### config.mk
export PLATFORM = sky130hd
export DESIGN_NAME = hazard_scoreboard_flat
export DESIGN_NICKNAME = d
export VERILOG_FILES = /design/src/rtl/hazard_scoreboard_pkg.sv /design/src/rtl/hazard_scoreboard_if.sv /design/src/rtl/hazard_scoreboard_sb_entry.sv /design/src/rtl/hazard_scoreboard.sv /design/src/flat_wrapper.sv
export SDC_FILE = /design/constraint.sdc
export NUM_CORES = 1
export LEC_CHECK = 0
export BUFFER_PORTS_ARGS = -buffer_cell sky130_fd_sc_hd__buf_2
export CAP_MARGIN = 0
export CORE_MARGIN = 2
export CORE_UTILIZATION = 50
export DETAILED_ROUTE_END_ITERATION = 16
export PLACE_DENSITY = 0.69
export SYNTH_ARGS = -nofsm -noshare
export SYNTH_HDL_FRONTEND = slang
export SYNTH_HIERARCHICAL = 1
export SYNTH_SLANG_ARGS = --single-unit
### constraint.sdc
create_clock -name clk -period 6.24 [get_ports clk]
set_clock_uncertainty 0.15 [all_clocks]
set_input_delay 0.624 -clock clk [delete_from_list [all_inputs] [get_ports clk]]
set_output_delay 0.624 -clock clk [all_outputs]
set_load 0.01 [all_outputs]
### src/rtl/hazard_scoreboard_pkg.sv
// Shared types and constants for the ID-stage hazard scoreboard.
// Latency classes describe when each opcode's result becomes visible.
package hazard_pkg;

    localparam int MAX_LAT_DEF = 4;
    localparam int CNT_W       = $clog2(MAX_LAT_DEF + 1);

    typedef logic [CNT_W-1:0] cnt_t;

    typedef struct packed {
        cnt_t wb_cnt;
        cnt_t fwd_cnt;
        cnt_t age;
    } entry_t;

    typedef enum logic [1:0] {
        OP_ALU,
        OP_LW,
        OP_JAL
    } op_cls_e;

    localparam cnt_t ALU_LAT = cnt_t'(2);
    localparam cnt_t ALU_FWD = cnt_t'(0);
    localparam cnt_t LW_LAT  = cnt_t'(3);
    localparam cnt_t LW_FWD  = cnt_t'(2);
    localparam cnt_t JAL_LAT = cnt_t'(3);
    localparam cnt_t JAL_FWD = cnt_t'(3);

    function automatic cnt_t dec_sat(cnt_t c);
        return (c == '0) ? c : c - cnt_t'(1);
    endfunction

endpackage

### src/rtl/hazard_scoreboard_if.sv
// Issue/source bundle from decode plus the hazard verdict back to ID.
// master = ID stage, slave = scoreboard.
interface hazard_scoreboard_if
    import hazard_pkg::*;
#(
    parameter int AW    = 4,
    parameter int CNT_W = hazard_pkg::CNT_W
);
    localparam int NUM_REGS = 2 ** AW;

    logic                issue_valid;
    logic                issue_wen;
    logic [AW-1:0]       issue_waddr;
    logic [CNT_W-1:0]    issue_lat;
    logic [CNT_W-1:0]    issue_fwd;
    logic                src1_valid;
    logic                src2_valid;
    logic [AW-1:0]       src1_addr;
    logic [AW-1:0]       src2_addr;
    logic                flush;
    logic                stall;
    logic                fwd1;
    logic                fwd2;
    logic [NUM_REGS-1:0] pending;
    logic                busy;

    modport master (
        output issue_valid, issue_wen, issue_waddr,
        output issue_lat, issue_fwd,
        output src1_valid, src2_valid, src1_addr, src2_addr,
        output flush,
        input  stall, fwd1, fwd2, pending, busy
    );

    modport slave (
        input  issue_valid, issue_wen, issue_waddr,
        input  issue_lat, issue_fwd,
        input  src1_valid, src2_valid, src1_addr, src2_addr,
        input  flush,
        output stall, fwd1, fwd2, pending, busy
    );

endinterface

### src/rtl/hazard_scoreboard_sb_entry.sv
// One register's outstanding-write tracker: write-back, bypass and age counters.
// A fresh accept is loaded without decrementing in its issue cycle.
module sb_entry
    import hazard_pkg::*;
#(
    parameter int MAX_LAT    = MAX_LAT_DEF,
    parameter int KILL_DEPTH = 2
) (
    input  logic clk,
    input  logic rst,
    input  logic accept_i,
    input  logic flush_i,
    input  cnt_t lat_i,
    input  cnt_t fwd_i,
    output cnt_t wb_o,
    output cnt_t fwd_o
);

    entry_t ent_q, ent_d;
    logic   live;
    logic   kill;

    assign live = (ent_q.wb_cnt != '0);
    assign kill = flush_i && (int'(ent_q.age) < KILL_DEPTH);

    always_comb begin
        ent_d = ent_q;
        if (accept_i) begin
            ent_d.wb_cnt  = lat_i;
            ent_d.fwd_cnt = fwd_i;
            ent_d.age     = '0;
        end else if (live && kill) begin
            ent_d = '0;
        end else if (live) begin
            ent_d.wb_cnt  = dec_sat(ent_q.wb_cnt);
            ent_d.fwd_cnt = dec_sat(ent_q.fwd_cnt);
            if (ent_q.age < cnt_t'(MAX_LAT)) begin
                ent_d.age = ent_q.age + cnt_t'(1);
            end
        end
    end

    always_ff @(posedge clk or negedge rst) begin
        if (!rst) begin
            ent_q <= '0;
        end else begin
            ent_q <= ent_d;
        end
    end

    assign wb_o  = ent_q.wb_cnt;
    assign fwd_o = ent_q.fwd_cnt;

endmodule

### src/rtl/hazard_scoreboard.sv
// ID-stage scoreboard: per-register pending writes, bypass flags, WAW order, flush.
// Only the source/WAW compare muxes live here; state is in sb_entry.
module hazard_scoreboard
    import hazard_pkg::*;
#(
    parameter int AW         = 4,
    parameter int MAX_LAT    = MAX_LAT_DEF,
    parameter int FWD_EN     = 1,
    parameter int KILL_DEPTH = 2,
    parameter int ZERO_REG   = 1
) (
    input  logic               clk,
    input  logic               rst,
    hazard_scoreboard_if.slave sb
);

    localparam int NUM_REGS = 2 ** AW;
    localparam bit FWD      = (FWD_EN != 0);
    localparam bit ZR       = (ZERO_REG != 0);

    cnt_t                wb  [NUM_REGS];
    cnt_t                fc  [NUM_REGS];
    logic [NUM_REGS-1:0] pend;
    logic                hit1, hit2;
    logic                haz1, haz2;
    logic                waw;
    logic                stall;
    logic                accept;

    for (genvar r = 0; r < NUM_REGS; r++) begin : g_ent
        sb_entry #(
            .MAX_LAT   (MAX_LAT),
            .KILL_DEPTH(KILL_DEPTH)
        ) u_ent (
            .clk     (clk),
            .rst     (rst),
            .accept_i(accept && (sb.issue_waddr == AW'(r))),
            .flush_i (sb.flush),
            .lat_i   (sb.issue_lat),
            .fwd_i   (sb.issue_fwd),
            .wb_o    (wb[r]),
            .fwd_o   (fc[r])
        );
        assign pend[r] = (wb[r] != '0);
    end

    // Register 0 is hardwired, so it never produces a hit.
    assign hit1 = sb.src1_valid && pend[sb.src1_addr]
               && !(ZR && sb.src1_addr == '0);
    assign hit2 = sb.src2_valid && pend[sb.src2_addr]
               && !(ZR && sb.src2_addr == '0);

    assign haz1 = hit1 && ((fc[sb.src1_addr] != '0) || !FWD);
    assign haz2 = hit2 && ((fc[sb.src2_addr] != '0) || !FWD);

    // A shorter-latency writer would retire ahead of the older one.
    assign waw = sb.issue_wen && pend[sb.issue_waddr]
              && (sb.issue_lat < wb[sb.issue_waddr]);

    assign stall = sb.issue_valid && !sb.flush && (haz1 || haz2 || waw);

    assign accept = sb.issue_valid && sb.issue_wen && !stall && !sb.flush
                 && !(ZR && sb.issue_waddr == '0);

    assign sb.stall   = stall;
    assign sb.fwd1    = hit1 && FWD && (fc[sb.src1_addr] == '0);
    assign sb.fwd2    = hit2 && FWD && (fc[sb.src2_addr] == '0);
    assign sb.pending = pend;
    assign sb.busy    = |pend;

endmodule

### src/flat_wrapper.sv
// flat-port wrapper written by rule: the top's interface ports become plain ports
module hazard_scoreboard_flat import hazard_pkg::*;
#(
    parameter int AW         = 4,
    parameter int MAX_LAT    = MAX_LAT_DEF,
    parameter int FWD_EN     = 1,
    parameter int KILL_DEPTH = 2,
    parameter int ZERO_REG   = 1
)
  (clk, rst, sb_issue_valid, sb_issue_wen, sb_issue_waddr, sb_issue_lat, sb_issue_fwd, sb_src1_valid, sb_src2_valid, sb_src1_addr, sb_src2_addr, sb_flush, sb_stall, sb_fwd1, sb_fwd2, sb_pending, sb_busy);
  hazard_scoreboard_if #(.AW(AW), .CNT_W(CNT_W)) sb_i ();
  input  logic clk;
  input  logic rst;
  input wire logic [$bits(sb_i.issue_valid)-1:0] sb_issue_valid;
  input wire logic [$bits(sb_i.issue_wen)-1:0] sb_issue_wen;
  input wire logic [$bits(sb_i.issue_waddr)-1:0] sb_issue_waddr;
  input wire logic [$bits(sb_i.issue_lat)-1:0] sb_issue_lat;
  input wire logic [$bits(sb_i.issue_fwd)-1:0] sb_issue_fwd;
  input wire logic [$bits(sb_i.src1_valid)-1:0] sb_src1_valid;
  input wire logic [$bits(sb_i.src2_valid)-1:0] sb_src2_valid;
  input wire logic [$bits(sb_i.src1_addr)-1:0] sb_src1_addr;
  input wire logic [$bits(sb_i.src2_addr)-1:0] sb_src2_addr;
  input wire logic [$bits(sb_i.flush)-1:0] sb_flush;
  output wire logic [$bits(sb_i.stall)-1:0] sb_stall;
  output wire logic [$bits(sb_i.fwd1)-1:0] sb_fwd1;
  output wire logic [$bits(sb_i.fwd2)-1:0] sb_fwd2;
  output wire logic [$bits(sb_i.pending)-1:0] sb_pending;
  output wire logic [$bits(sb_i.busy)-1:0] sb_busy;
  assign sb_i.issue_valid = sb_issue_valid;
  assign sb_i.issue_wen = sb_issue_wen;
  assign sb_i.issue_waddr = sb_issue_waddr;
  assign sb_i.issue_lat = sb_issue_lat;
  assign sb_i.issue_fwd = sb_issue_fwd;
  assign sb_i.src1_valid = sb_src1_valid;
  assign sb_i.src2_valid = sb_src2_valid;
  assign sb_i.src1_addr = sb_src1_addr;
  assign sb_i.src2_addr = sb_src2_addr;
  assign sb_i.flush = sb_flush;
  assign sb_stall = sb_i.stall;
  assign sb_fwd1 = sb_i.fwd1;
  assign sb_fwd2 = sb_i.fwd2;
  assign sb_pending = sb_i.pending;
  assign sb_busy = sb_i.busy;
  hazard_scoreboard #(.AW(AW), .MAX_LAT(MAX_LAT), .FWD_EN(FWD_EN), .KILL_DEPTH(KILL_DEPTH), .ZERO_REG(ZERO_REG)) u_core (.clk(clk), .rst(rst), .sb(sb_i));
endmodule
==> flow_summary.json <==
{
  "synth.area.top_cells": "dfrtp_1, ha_1, buf_4, mux2i_1, inv_1",
  "fill_cells": 1937,
  "worstPathArrival_ns": 4.34,
  "overflow": 0,
  "place_congestion": 0.8962,
  "cp_max_fo": 21,
  "die_w_um": 151.5,
  "synth.top_cell.area_share": 0.3311,
  "rsz0062_at_grt": "false",
  "netlist_area_um2": 10880,
  "fin_crit_ns": 5.113,
  "ctsLongestPathBuffers": 2,
  "max_stage_delay_ns": 0.75,
  "synthArstFlopShare": 1.000,
  "drt_first_pass_iters": 5,
  "area_delta_synth_final_pct": 2.299,
  "cts_buffers": 17,
  "syn_avg_cell_area_um2": 9.351,
  "worst_setup_path_start_kind": "primary input",
  "io_pins": 45,
  "slew_headroom": 0.2292,
  "cts_tree": "yes",
  "fmax_mhz": 195.6,
  "postCtsSetupBuffers": 0,
  "finish.instance_area_um2": 11130,
  "antenna-diode-count": 0,
  "cts_sinks": 144,
  "final_antenna_net_count": 0,
  "yosysWarnings": 6,
  "hpwl_um": 17820,
  "core_um2": 21220,
  "drtIter0Drc": 641,
  "vias_per_cell": 5.949,
  "start_util": 0.5129,
  "syn_inst": 1164,
  "period_share": 0.8195,
  "dieArea_um2": 22960,
  "routedWlPerCell_um": 18.84,
  "setup_viol": 0,
  "critPathKind": "in2out",
  "r2r_start": "u_core/g_ent[10].u_ent/wb_o[2]$_DFFE_PN0P_",
  "mostFrequentLayoutCells": "dfrtp_1, inv_1, nor3_1",
  "clk_latency_ns": 0.43,
  "fp.dieH_um": 151.5,
  "grt_pass1_wl_um": 41310,
  "slew_viol_final": 0,
  "drive_above_1_share": 0.1259,
  "post-synth-top-area-cell": "dfrtp_1",
  "antenna_found_initial": 1,
  "maxCapViolCount": 0,
  "p_per_area_nw_per_um2": 560.8,
  "rrSetupSlack_ns": 1.99,
  "ir_drop_uv": 227.7,
  "mostFrequentLayoutCell": "dfrtp_1",
  "vias": 8156,
  "leakage_uw": 0.005118,
  "outcome": "finished clean",
  "synth_edf_count": 0,
  "rows": 53,
  "post_cts_resized": 0,
  "final_util": 0.5247,
  "groute.usage.overall": 0.2337,
  "grt_max_degree": 94,
  "critical_path_required_ns": 5.47,
  "finalSetupTns_ns": 0,
  "cts_hold_buffers": 0,
  "worst_slew_pin_slew_ns": 1.147,
  "critPathBufInv": 3,
  "drc_errors": 0,
  "grt_pass1_vias": 7750,
  "cp_top_family": "compound AO/OA/AOI/OAI gates",
  "hold_viol": 0,
  "r2r_end": "u_core/g_ent[15].u_ent/fwd_o[2]$_DFFE_PN0P_",
  "cts_max_level": 4,
  "synth_ff_type": "dfrtp_1",
  "layout.nets": 1190,
  "critPathCaptureType": "output pin",
  "critPathSlowestCell": "a22o_1",
  "portBuffers": 44,
  "whs_ns": 0.1472,
  "path_clk_slew_ns": 0.07,
  "worst-r2r-cell-count": 11,
  "hp-class": "in2async",
  "routed_wl_um": 25820,
  "ys_ff_latch": 144,
  "synth_cell_types": 51,
  "root_buffer": "clkbuf_16",
  "ys_seq_area_frac": 0.3311,
  "placed_cell_area_um2": 10520,
  "crit_chain": "buf_2 -> mux4_2 -> mux4_2 -> inv_1 -> ha_1 -> a211o_1 -> a221o_1 -> a211oi_1 -> a22o_1 -> o21ba_1 -> buf_2"
}
Yosys cell counts, types with 5 or more instances:
master	instances
nand2_1	57
a211oi_1	9
xnor2_1	16
nor2b_1	22
nor3_1	84
o21ai_0	20
a21oi_1	65
o31ai_1	48
xor2_1	16
dfrtp_1	144
nor2_1	83
buf_2	7
or4_1	17
inv_1	123
mux4_2	20
mux2i_1	49
ha_1	82
nand2b_1	7
nor4_1	22
buf_6	18
clkbuf_1	34
a22o_1	50
o22ai_1	5
nor4b_4	16
or3_1	20
buf_4	97
through the flow:
| stage | setup WS [ns] | power (µW) | std cells |
|---|---|---|---|
| floorplan | 1.629 | 4868 | 1167 |
| global placement | 1.293 | 4967 | 1339 |
| detailed placement | 1.191 | 5122 | 1339 |
| CTS | 1.178 | 6247 | 1371 |
| global route | 0.9554 | 6783 | 1371 |
| finish | 1.127 | 6245 | 1371 |
routing by layer:
layer | vias to the layer above | wire (µm) | GRT usage
met1 | 4014 | 11760 | 0.3266
met4 | 2 | 445 | 0.06296
met2 | 233 | 11830 | 0.3645
met5 | - | 12 | 0
li1 | 3871 | - | -
met3 | 36 | 1776 | 0.05599
report_power, final:
group          switching, µW  internal (µW)
Combinational           1700           1520
Sequential               511           1440
Clock                    412            668
logic make-up (layout without fill, tap and decap cells):
family          Yosys count  count (layout)  share of synthesized area
simple gates            341             341                     0.1831
fa+ha+maj                82              82                    0.09426
compound gates          212             212                     0.1334
flops                   144             144                     0.3311
other cells               1               4                  0.0003445
xor+xnor                 32              32                    0.02575
mux                      71              71                    0.08852
buf+inv                 281             210                     0.1436
how the worst max path moves through the flow:
stage	start	endpoint	slack, ns	cells after the start
after global routing	sb_issue_waddr[0]	sb_stall	0.96	11
after detailed placement	sb_issue_waddr[0]	sb_stall	1.19	11
final	sb_issue_waddr[0]	sb_stall	1.13	11
after floorplan	sb_issue_waddr[0]	sb_stall	1.63	12
after global placement	sb_issue_waddr[0]	sb_stall	1.29	11
after CTS	sb_issue_waddr[0]	sb_stall	1.18	11
sequential cells by signal (all words and copies together) (netlist names):
signal	count
u_core/g_ent.u_ent/wb_o	48
u_core/g_ent.u_ent/ent_q	48
u_core/g_ent.u_ent/fwd_o	48
final cells by class:
type	instances	area, µm²	share of cell area
multi-input combinational	742	5804	0.5213
timing repair buffer	54	301.5	0.02708
sequential	144	3603	0.3236
clock inverter	14	186.4	0.01674
clock buffer	18	429.2	0.03854
inverter	124	465.4	0.04180
tap	275	344.1	0.03090
Power figures use the tool's default switching activity.
